==> src/rtl/rnn_sequencer.sv <==
// Frame-level controller for the denoise RNN datapath.
// Sequences dense1 -> gru1 -> (dense2 || gru2) -> gru3 -> dense3 with one-cycle
// start pulses, recurrent-state write strobes, per-phase timeout and a frame counter.
module rnn_sequencer #(
  parameter int unsigned TIMEOUT = 4095,
  parameter int unsigned TO_W    = 12,
  parameter int unsigned FRAME_W = 16
) (
  input  logic               clk,
  input  logic               rst_n,
  input  logic               start,
  input  logic               clear_state,
  input  logic               valid_dense1,
  input  logic               valid_gru1,
  input  logic               valid_dense2,
  input  logic               valid_gru2,
  input  logic               valid_gru3,
  input  logic               valid_dense3,
  output logic               start_dense1,
  output logic               start_gru1,
  output logic               start_dense2,
  output logic               start_gru2,
  output logic               start_gru3,
  output logic               start_dense3,
  output logic               state_clr,
  output logic               vad_state_we,
  output logic               noise_state_we,
  output logic               denoise_state_we,
  output logic               vad_we,
  output logic               busy,
  output logic               done,
  output logic               err,
  output logic [2:0]         err_unit,
  output logic [FRAME_W-1:0] frame_cnt
);

  localparam logic [2:0] UNIT_D1 = 3'd1;
  localparam logic [2:0] UNIT_G1 = 3'd2;
  localparam logic [2:0] UNIT_D2 = 3'd3;
  localparam logic [2:0] UNIT_G2 = 3'd4;
  localparam logic [2:0] UNIT_G3 = 3'd5;
  localparam logic [2:0] UNIT_D3 = 3'd6;

  typedef enum logic [3:0] {
    S_IDLE, S_CLR, S_D1, S_G1, S_WB1, S_PAR, S_WB2, S_G3, S_WB3, S_D3, S_FIN
  } state_e;

  state_e            state_q, state_d;
  logic [TO_W-1:0]   cnt_q, cnt_d;
  logic              d2_q, d2_d;
  logic              g2_q, g2_d;
  logic              timeout_c;

  logic              start_dense1_d, start_gru1_d, start_dense2_d;
  logic              start_gru2_d, start_gru3_d, start_dense3_d;
  logic              state_clr_d, vad_state_we_d, noise_state_we_d;
  logic              denoise_state_we_d, vad_we_d, busy_d, done_d, err_d;
  logic [2:0]        err_unit_d;
  logic [FRAME_W-1:0] frame_cnt_d;

  // State, phase counter, PAR flags and all registered outputs.
  always_ff @(posedge clk or negedge rst_n) begin
    if (!rst_n) begin
      state_q          <= S_IDLE;
      cnt_q            <= '0;
      d2_q             <= 1'b0;
      g2_q             <= 1'b0;
      start_dense1     <= 1'b0;
      start_gru1       <= 1'b0;
      start_dense2     <= 1'b0;
      start_gru2       <= 1'b0;
      start_gru3       <= 1'b0;
      start_dense3     <= 1'b0;
      state_clr        <= 1'b0;
      vad_state_we     <= 1'b0;
      noise_state_we   <= 1'b0;
      denoise_state_we <= 1'b0;
      vad_we           <= 1'b0;
      busy             <= 1'b0;
      done             <= 1'b0;
      err              <= 1'b0;
      err_unit         <= '0;
      frame_cnt        <= '0;
    end else begin
      state_q          <= state_d;
      cnt_q            <= cnt_d;
      d2_q             <= d2_d;
      g2_q             <= g2_d;
      start_dense1     <= start_dense1_d;
      start_gru1       <= start_gru1_d;
      start_dense2     <= start_dense2_d;
      start_gru2       <= start_gru2_d;
      start_gru3       <= start_gru3_d;
      start_dense3     <= start_dense3_d;
      state_clr        <= state_clr_d;
      vad_state_we     <= vad_state_we_d;
      noise_state_we   <= noise_state_we_d;
      denoise_state_we <= denoise_state_we_d;
      vad_we           <= vad_we_d;
      busy             <= busy_d;
      done             <= done_d;
      err              <= err_d;
      err_unit         <= err_unit_d;
      frame_cnt        <= frame_cnt_d;
    end
  end

  // Phase has waited TIMEOUT cycles once this edge is taken without a valid.
  assign timeout_c = (TIMEOUT != 0) && (cnt_q == TO_W'(TIMEOUT - 1));

  // Next state plus next values of outputs; entry pulses derive from the transition.
  always_comb begin
    state_d            = state_q;
    cnt_d              = cnt_q + TO_W'(1);
    d2_d               = d2_q;
    g2_d               = g2_q;
    start_dense1_d     = 1'b0;
    start_gru1_d       = 1'b0;
    start_dense2_d     = 1'b0;
    start_gru2_d       = 1'b0;
    start_gru3_d       = 1'b0;
    start_dense3_d     = 1'b0;
    state_clr_d        = 1'b0;
    vad_state_we_d     = 1'b0;
    noise_state_we_d   = 1'b0;
    denoise_state_we_d = 1'b0;
    vad_we_d           = 1'b0;
    done_d             = 1'b0;
    err_d              = 1'b0;
    err_unit_d         = err_unit;
    frame_cnt_d        = frame_cnt;

    case (state_q)
      S_IDLE: begin
        if (start) begin
          state_d    = clear_state ? S_CLR : S_D1;
          err_unit_d = '0;
        end
      end
      S_CLR: state_d = S_D1;
      S_D1: begin
        if (valid_dense1) begin
          state_d = S_G1;
        end else if (timeout_c) begin
          state_d    = S_IDLE;
          err_d      = 1'b1;
          err_unit_d = UNIT_D1;
        end
      end
      S_G1: begin
        if (valid_gru1) begin
          state_d = S_WB1;
        end else if (timeout_c) begin
          state_d    = S_IDLE;
          err_d      = 1'b1;
          err_unit_d = UNIT_G1;
        end
      end
      S_WB1: state_d = S_PAR;
      S_PAR: begin
        d2_d     = d2_q | valid_dense2;
        g2_d     = g2_q | valid_gru2;
        vad_we_d = valid_dense2 & ~d2_q;
        if (d2_d && g2_d) begin
          state_d = S_WB2;
        end else if (timeout_c) begin
          state_d    = S_IDLE;
          err_d      = 1'b1;
          err_unit_d = d2_d ? UNIT_G2 : UNIT_D2;
        end
      end
      S_WB2: state_d = S_G3;
      S_G3: begin
        if (valid_gru3) begin
          state_d = S_WB3;
        end else if (timeout_c) begin
          state_d    = S_IDLE;
          err_d      = 1'b1;
          err_unit_d = UNIT_G3;
        end
      end
      S_WB3: state_d = S_D3;
      S_D3: begin
        if (valid_dense3) begin
          state_d = S_FIN;
        end else if (timeout_c) begin
          state_d    = S_IDLE;
          err_d      = 1'b1;
          err_unit_d = UNIT_D3;
        end
      end
      S_FIN:   state_d = S_IDLE;
      default: state_d = S_IDLE;
    endcase

    if (state_d != state_q) begin
      case (state_d)
        S_CLR: state_clr_d = 1'b1;
        S_D1: begin
          start_dense1_d = 1'b1;
          cnt_d          = '0;
        end
        S_G1: begin
          start_gru1_d = 1'b1;
          cnt_d        = '0;
        end
        S_WB1: vad_state_we_d = 1'b1;
        S_PAR: begin
          start_dense2_d = 1'b1;
          start_gru2_d   = 1'b1;
          cnt_d          = '0;
          d2_d           = 1'b0;
          g2_d           = 1'b0;
        end
        S_WB2: noise_state_we_d = 1'b1;
        S_G3: begin
          start_gru3_d = 1'b1;
          cnt_d        = '0;
        end
        S_WB3: denoise_state_we_d = 1'b1;
        S_D3: begin
          start_dense3_d = 1'b1;
          cnt_d          = '0;
        end
        S_FIN: begin
          done_d      = 1'b1;
          frame_cnt_d = frame_cnt + FRAME_W'(1);
        end
        default: ;
      endcase
    end

    busy_d = (state_d != S_IDLE) && (state_d != S_FIN);
  end

endmodule
==> config.mk <==
export PLATFORM = sky130hd
export DESIGN_NAME = rnn_sequencer
export DESIGN_NICKNAME = d
export VERILOG_FILES = /design/src/rtl/rnn_sequencer.sv
export SDC_FILE = /design/constraint.sdc
export NUM_CORES = 1
export LEC_CHECK = 0
export CAP_MARGIN = 20
export CORE_MARGIN = 5
export CORE_UTILIZATION = 48
export CTS_CLUSTER_DIAMETER = 40
export DETAILED_ROUTE_END_ITERATION = 12
export PLACE_DENSITY = 0.73
export REMOVE_ABC_BUFFERS = 1
export SLEW_MARGIN = 20
export SYNTH_ARGS = -nofsm -noshare
export SYNTH_HDL_FRONTEND = slang
export SYNTH_SLANG_ARGS = --single-unit
==> constraint.sdc <==
create_clock -name clk -period 2.7 [get_ports clk]
set_clock_uncertainty 0.05 [all_clocks]
set_input_delay 0.405 -clock clk [delete_from_list [all_inputs] [get_ports clk]]
set_output_delay 0.405 -clock clk [all_outputs]
set_load 0.01 [all_outputs]
# Word-level counts from Yosys, hierarchy flattened
# Cells that the tools add are included.
# word_totals
regBits,50
input_bits,10
out_inout_bits,33
elab_cells,124
# op_classes
add_sub_neg,2
eq_ne,33
muxes,58
bitwise_logic,4
reduce_logical,8
# ops
op,n
4-bit case mux with 10 select lines,1
3-bit 2-to-1 mux,12
1-bit 2-to-1 mux,33
"4-bit by 3-bit == test with 1-bit output, second input constant",8
4-bit 2-to-1 mux,7
12-bit 2-to-1 mux,2
"2-bit != test, second input constant",11
"4-bit == test, second input constant",5
3-bit case mux with 6 select lines,1
"16-bit by 1-bit adder with 16-bit output, second input constant",1
"4-bit by 2-bit == test with 1-bit output, second input constant",4
"12-bit by 1-bit adder with 12-bit output, second input constant",1
"12-bit == test, second input constant",1
12-bit AND reduction,1
"4-bit by 1-bit == test with 1-bit output, second input constant",2
6-bit nonzero test,1
1-bit case mux with 5 select lines,1
5-bit OR reduction,1
4-bit logical NOT,1
4-bit != test,1
"4-bit != test, second input constant",1
4-bit nonzero test,1
1-bit logical AND,2
2-bit 2-to-1 mux,1
4 further kinds,5

# Logic depth before layout (Yosys ltp)
# Gate-level depths: netlist of run 1.
# depth
depth_word,8
mapped_depth,10
depth_no_buf,9

# Worst setup path after synthesis of run 1
# No wires, ideal clock.
# synth_timing
path_kind,register -> register
startpoint,register state_q[2]
endpoint,register cnt_q[10]
setup_ns,0.073
arrival_time_ns,2.065
required_ns,2.577
path_slack_ns,0.512
stages_incl_launch_ff,9
n_path_buf,2
synth_period_minus_slack_ns,2.188
path_cell_list,dfrtp_1 -> buf_6 -> or4b_1 -> a21oi_1 -> o21ai_1 -> a2111oi_2 -> nand4b_1 -> buf_6 -> a21oi_2
# synth_via
elab_chain_len,7
elab_cells_between_ends,27
classes_between,eq/ne (15); mux (10); reduce/logical (2)
# synth_lines
item,line_no,source
from (decl),48,"state_e state_q, state_d;"
from (signal assigned),85,state_q <= state_d;
4-bit 2-to-1 mux,-,
4-bit 2-to-1 mux (on tied branches),-,
4-bit case mux with 10 select lines,133,case (state_q)
"4-bit == test, or another cell as far along",197,case (state_d)
5-bit OR reduction (no source line),-,
12-bit 2-to-1 mux,197,
12-bit 2-to-1 mux *,196,if (state_d != state_q) begin
net cnt_d[10],49,"logic [TO_W-1:0] cnt_q, cnt_d;"
to (signal assigned),86,cnt_q <= cnt_d;
to (decl),49,
# Mark *: on every way through the listed nets, which the timed path passes. The rest lies on a longest branch.
# A chain may end at the register's enable or synchronous reset.

# Worst setup path in the final report of run 1
# layout_timing
startpoint,register state_q[2]
endpoint,register err_unit[2]
# layout_via
elab_chain_len,3
elab_cells_between_ends,20
classes_between,eq/ne (16); mux (1); reduce/logical (3)
# layout_lines
item,line_no,source
"4-bit == test, or another cell as far along",133,
6-bit nonzero test (no source line) or 2-bit != test (tied branches),-,
12-bit AND reduction (no source line),-,
to (signal assigned),103,err_unit <= err_unit_d;
to (decl),33,"output logic [2:0] err_unit,"
# Parallel ways exist; a longest one is shown, timed or not.

==> impl_metrics.env, run 1 <==
export IMPL_status="finished, final reports clean"
export IMPL_hpwlAfterDp_um=4480
export IMPL_cts_max_level=2
export IMPL_area_delta_synth_final_pct=26.3
export IMPL_max_slew_margin_rel_pct=65.9
export IMPL_fmax_mhz=391
export IMPL_intPower_w=0.00158
export IMPL_track_usage_pct=17.6
export IMPL_drv_cap=0
export IMPL_min_to="frame_cnt[13]"
export IMPL_finalCritPeriodShare_pct=94.6
export IMPL_cts_tree="built"
export IMPL_crit_path_end_kind="register"
export IMPL_grt_overflow_total=0
export IMPL_power_density_mw_per_mm2=816
export IMPL_syn_avg_cell_area_um2=10.2
export IMPL_async_reset_ff_share_pct=100
export IMPL_synth_cells=255
export IMPL_avgRoutedWirePerCell_um=15.3
export IMPL_drcViolationCount=0
export IMPL_crit_fanout=14
export IMPL_cts_root_buf="clkbuf_8"
export IMPL_drt_iter0_markers=116
export IMPL_setup_viol_count_final=0
export IMPL_via_per_inst=5.38
export IMPL_grt_util_met1_pct=25.1
export IMPL_syn_area_mm2=0.00259
export IMPL_final_util_pct=63.3
export IMPL_synth_seq_cells=50
export IMPL_fp_dieH_um=83.5
export IMPL_globalplace_congestion=0.979
export IMPL_reg2reg_from="state_q[2]"
export IMPL_yosysSeqAreaShare_pct=48.3
export IMPL_synth_edf_count=0
export IMPL_io_pins=43
export IMPL_grt_use_met3_pct=2.47
export IMPL_cts_buffers=5
export IMPL_die_area_mm2=0.00697
export IMPL_worst_hold_path_type="reg2reg"
export IMPL_arrival_ns=2.69
export IMPL_grt_first_pass_wirelength_um=10100
export IMPL_worstHoldStart="frame_cnt[13]"
export IMPL_rr_endpoint="err_unit[2]"
export IMPL_start_kind="register"
export IMPL_grt_max_degree=35
export IMPL_finalPower_w=0.00267
export IMPL_synth_cell_types=58
export IMPL_slowest_stage="dfrtp_1"
export IMPL_drive_gt1_share_pct=16.6
export IMPL_cp_cell_sequence="nor2_2 -> and3_1 -> or3_1 -> nor4_4 -> mux2_1"
export IMPL_rows=26
export IMPL_vias=2066
export IMPL_sequentialPowerShare_pct=37.3
export IMPL_top_usage_layer="met2"
export IMPL_rrSetupSlack_ns=0.15
export IMPL_max_stage_delay_ns=0.67
export IMPL_clk_pin_slew_ns=0.10
export IMPL_p_leak_nw=1.44
export IMPL_final_hold_viol_count=0
export IMPL_port_buffer_count=42
export IMPL_slew_viol_final=0
export IMPL_ys_warnings_count=0
export IMPL_fin_nets=326
export IMPL_tightest_slew_ns=0.512
export IMPL_period_needed_ns=2.55
export IMPL_core_area_mm2=0.00517
export IMPL_grt_antenna_before_repair=0
export IMPL_ir_worst_vdd_mv=0.440
export IMPL_clockBufferDepth=2
export IMPL_start_util_pct=50.1
export IMPL_hold_path_depth=1
export IMPL_dominantRegCellSynth="dfrtp_1"
export IMPL_critPathKind="reg2reg"
export IMPL_crit_required_ns=2.84
export IMPL_p_sw_w=0.00110
export IMPL_grt_util_met2_pct=27.8
export IMPL_combPwrFrac_pct=46.2
export IMPL_drt_pass1_iterations=5
export IMPL_dieWidth_um=83.5
export IMPL_wirelength_um=5880
export IMPL_swShare_pct=41.0
export IMPL_rsz0062_at_grt="no"
export IMPL_drtAntennaViolNets=0
export IMPL_cts_sinks=50
export IMPL_grt_pass1_vias=2106
export IMPL_final_setup_tns_ns=0
export IMPL_r2r_cells=5
export IMPL_p_clk_share_pct=16.5
export IMPL_clock_latency_ns=0.30
export IMPL_antenna_diode_count=0
layout make-up:
type	count	area [um^2]
fill	427	1900
sequential	50	1250
multi-input combinational	180	1210
timing repair buffer	64	583
tap	70	87.6
clock buffer	5	68.8
inverter	12	45.0
clock inverter	3	21.3
routing by layer:
| layer | wire length [um] | up-vias |
|---|---|---|
| met5 | 0 | - |
| met4 | 59 | 0 |
| met3 | 291 | 7 |
| met2 | 2710 | 59 |
| met1 | 2820 | 995 |
| li1 | - | 1005 |
worst max-delay path: cells and delay by family, from the launching register on:
kind / cells / cell delay, ns
flops: 1 / 0.67
simple gates: 4 / 1.35
mux: 1 / 0.37
Yosys cell counts, types with 3 or more instances:
master | n | area, um^2
clkbuf_1 | 4 | 15.0
a21oi_2 | 10 | 87.6
inv_1 | 11 | 41.3
a21oi_1 | 13 | 65.1
and3_1 | 5 | 31.3
or3_1 | 3 | 18.8
xnor2_1 | 17 | 149
nand3_1 | 9 | 45.0
ha_1 | 3 | 37.5
nor2b_1 | 6 | 37.5
xor2_1 | 8 | 70.1
and2_1 | 5 | 31.3
nor2_1 | 19 | 71.3
nand2_1 | 23 | 86.3
buf_6 | 3 | 33.8
nor3_1 | 5 | 25.0
buf_2 | 4 | 20.0
dfrtp_1 | 50 | 1250
o21ai_0 | 5 | 25.0
nand4_1 | 4 | 25.0
power groups by stage:
stage               combinational [W]  sequential, W  clock [W]
detailed placement            0.00123        0.00101          0
global route                  0.00136        0.00102   0.000485
floorplan                    0.000702        0.00104          0
CTS                           0.00123       0.000997   0.000447
global placement              0.00122        0.00101          0
finish                        0.00123       0.000997   0.000439
cells in the final DEF, fill, tap and decap left out, types with 6 or more instances in the layout:
cell / netlist / layout
a21oi_1: 13 / 13
a21oi_2: 10 / 10
buf_4: 1 / 21
clkdlybuf4s50_1: 0 / 41
dfrtp_1: 50 / 50
inv_1: 11 / 11
nand2_1: 23 / 23
nand3_1: 9 / 9
nor2_1: 19 / 19
nor2b_1: 6 / 6
xnor2_1: 17 / 17
xor2_1: 8 / 8
state kept, by name, summed over array words and instances (netlist names):
name / count
frame_cnt: 16
cnt_q: 12
state_q: 4
err_unit: 3
busy: 1
d2_q: 1
denoise_state_we: 1
done: 1
err: 1
g2_q: 1
noise_state_we: 1
start_dense1: 1
start_dense3: 1
start_gru1: 1
start_gru2: 1
start_gru3: 1
state_clr: 1
vad_state_we: 1
vad_we: 1
through the flow:
stage / hold WS, ns / area (um^2) / setup WS (ns) / std cells
final: 0.447 / 3270 / 0.146 / 384
after global routing: 0.460 / 3270 / 0.0244 / 384
after CTS: 0.448 / 3270 / 0.172 / 384
after detailed placement: 0.292 / 3170 / 0.0575 / 375
after global placement: 0.285 / 3170 / 0.136 / 375
after floorplan: 0.0594 / 2510 / 0.130 / 242
worst max-delay path by stage:
stage / startpoint / endpoint / slack [ns] / cells after the start
detailed placement: valid_dense2 / err_unit[2] / 0.06 / 6
CTS: state_q[2] / err_unit[2] / 0.17 / 5
global placement: valid_dense2 / err_unit[2] / 0.14 / 6
floorplan: state_q[2] / cnt_q[0] / 0.13 / 6
finish: state_q[2] / err_unit[2] / 0.15 / 5
global route: state_q[1] / cnt_q[0] / 0.02 / 8
kinds of logic (layout without fill, tap and decap cells):
family | after synthesis | in the layout | synth area share, %
AOI/OAI and AO/OA | 51 | 51 | 14.3
and+or+nand+nor | 97 | 97 | 21.0
buffers and inverters | 25 | 84 | 4.83
muxes | 4 | 4 | 1.69
adders and majority gates | 3 | 3 | 1.45
DFF | 50 | 50 | 48.3
xor gates and xnor gates | 25 | 25 | 8.45
repair_timing:
action                     in CTS  in global routing
resized for setup               0                  0
setup endpoints to repair       0                  0
hold endpoints to repair       16                  0
setup buffers                   0                  0
hold buffers                    1                  0
(Power assumes the default switching activity.)
==> run 2: changes to the inputs <==
--- a/config.mk
+++ b/config.mk
@@ -10,7 +10,7 @@
 export CORE_UTILIZATION = 48
 export CTS_CLUSTER_DIAMETER = 40
 export DETAILED_ROUTE_END_ITERATION = 12
-export PLACE_DENSITY = 0.73
+export DONT_BUFFER_PORTS = 1
 export REMOVE_ABC_BUFFERS = 1
 export SLEW_MARGIN = 20
 export SYNTH_ARGS = -nofsm -noshare
==> impl_metrics.env, run 2 (synthesized netlist as in run 1, its figures left out) <==
export IMPL_status="finished, final reports clean"
export IMPL_crit_path_end_kind="register"
export IMPL_p_clk_share_pct=19.6
export IMPL_clock_latency_ns=0.30
export IMPL_io_pins=43
export IMPL_r2r_cells=7
export IMPL_vias=1859
export IMPL_drv_cap=0
export IMPL_cts_tree="built"
export IMPL_max_slew_margin_rel_pct=59.8
export IMPL_tightest_slew_ns=0.601
export IMPL_grt_overflow_total=0
export IMPL_clk_pin_slew_ns=0.09
export IMPL_globalplace_congestion=0.910
export IMPL_drcViolationCount=0
export IMPL_reg_top3="frame_cnt (16), cnt_q (12), state_q (4)"
export IMPL_sequentialPowerShare_pct=40.2
export IMPL_intPower_w=0.00158
export IMPL_crit_fanout=16
export IMPL_rows=26
export IMPL_die_area_mm2=0.00697
export IMPL_finalCritPeriodShare_pct=93.8
export IMPL_grt_pass1_vias=1893
export IMPL_largest_register="frame_cnt"
export IMPL_grt_max_degree=51
export IMPL_via_per_inst=5.60
export IMPL_cp_top_family="simple AND/OR/NAND/NOR gates"
export IMPL_drt_iter0_markers=70
export IMPL_final_hold_viol_count=0
export IMPL_clockBufferDepth=2
export IMPL_drtAntennaViolNets=0
export IMPL_final_util_pct=54.8
export IMPL_top_layer_used="met4"
export IMPL_slowest_stage="dfrtp_1"
export IMPL_met2WireLength_um=2520
export IMPL_start_util_pct=50.1
export IMPL_arrival_ns=2.70
export IMPL_ir_worst_vdd_mv=0.462
export IMPL_fin_nets=274
export IMPL_power_density_mw_per_mm2=923
export IMPL_track_usage_pct=16.6
export IMPL_cts_buffers=5
export IMPL_final_setup_tns_ns=0
export IMPL_drt_pass1_iterations=4
export IMPL_crit_required_ns=2.87
export IMPL_area_delta_synth_final_pct=9.42
export IMPL_layout_commonest_cell="dfrtp_1"
export IMPL_worst_path_buf_inv=1
export IMPL_port_buffer_count=0
export IMPL_fp_dieH_um=83.5
export IMPL_grt_antenna_before_repair=0
export IMPL_dieWidth_um=83.5
export IMPL_setup_viol_count_final=0
export IMPL_core_area_mm2=0.00517
export IMPL_cts_sinks=50
export IMPL_rrSetupSlack_ns=0.17
export IMPL_worst_hold_path_type="in2reg"
export IMPL_reg2reg_from="state_q[3]"
export IMPL_wirelength_um=5410
export IMPL_worstHoldStart="valid_dense2"
export IMPL_hold_path_depth=2
export IMPL_cp_cell_sequence="and4bb_2 -> and2_1 -> or3_1 -> nor3_2 -> o221ai_2 -> buf_4 -> a21oi_1"
export IMPL_start_kind="register"
export IMPL_min_to="vad_we"
export IMPL_swShare_pct=39.8
export IMPL_met3_length_um=339
export IMPL_p_sw_w=0.00104
export IMPL_rr_endpoint="cnt_q[0]"
export IMPL_max_stage_delay_ns=0.65
export IMPL_final_cell_mix="49 x dfrtp_1, 23 x nand2_1, 19 x nor2_1"
export IMPL_p_leak_nw=1.26
export IMPL_avgRoutedWirePerCell_um=16.3
export IMPL_fmax_mhz=395
export IMPL_combPwrFrac_pct=40.2
export IMPL_grt_first_pass_wirelength_um=9430
export IMPL_cts_max_level=2
export IMPL_drive_gt1_share_pct=16.0
export IMPL_antenna_diode_count=0
export IMPL_finalPower_w=0.00262
export IMPL_hpwlAfterDp_um=3900
export IMPL_period_needed_ns=2.53
export IMPL_rsz0062_at_grt="no"
export IMPL_critPathKind="reg2reg"
export IMPL_wl_met1_um=2480
export IMPL_slew_viol_final=0
export IMPL_cts_root_buf="clkbuf_8"
export IMPL_largest_reg_flops=16
## run 2: cell count changes in the layout (fill, tap and decap cells not counted), sizes merged
cell and change:
buf -11, bufinv +1, clkdlybuf4s50 -41, clkinvlp -1
## run 2: worst max path at each step
stage	startpoint	to	slack [ns]	depth (start not counted)
after global routing	state_q[3]	cnt_q[11]	0.003	7
after detailed placement	state_q[2]	cnt_q[0]	0.13	7
after floorplan	state_q[2]	cnt_q[0]	0.13	6
after CTS	state_q[2]	cnt_q[0]	0.11	7
final	state_q[3]	cnt_q[0]	0.17	7
after global placement	state_q[2]	err_unit[0]	0.21	5
## run 2: per-stage QoR
stage,area [um^2],instances,setup WS (ns),hold WS (ns)
floorplan,2510,242,0.130,0.0594
global placement,2690,322,0.213,0.0606
detailed placement,2690,322,0.134,0.0606
CTS,2830,332,0.107,0.152
global route,2840,332,0.00263,0.150
finish,2840,332,0.167,0.160
## run 2: final cells by class
class	count	area (um^2)
Inverter	12	45.0
Multi-Input combinational cell	180	1220
Fill cell	465	2340
Sequential cell	50	1250
Timing Repair Buffer	12	125
Tap cell	70	87.6
Clock buffer	5	68.8
Clock inverter	3	40.0
## run 2: metal layers
layer  vias to the layer above  global-route usage [%]
met5                         -                       0
met4                         0                    4.97
met3                         8                    5.03
met2                        56                    25.7
met1                       891                    22.5
li1                        904                       -
## run 2: power groups by stage
stage               clock (W)  sequential [W]  combinational, W
floorplan                   0         0.00104          0.000702
global placement            0         0.00107           0.00103
detailed placement          0         0.00106           0.00103
CTS                  0.000536         0.00105           0.00106
global route         0.000568         0.00108           0.00116
finish               0.000514         0.00105           0.00105
## run 2: what timing repair did
action,4_1_cts,5_1_grt
setup endpoints to repair,0,12
resized for setup,0,2
hold buffers,2,0
endpoints found under the hold margin,50,0
buffers inserted,0,0
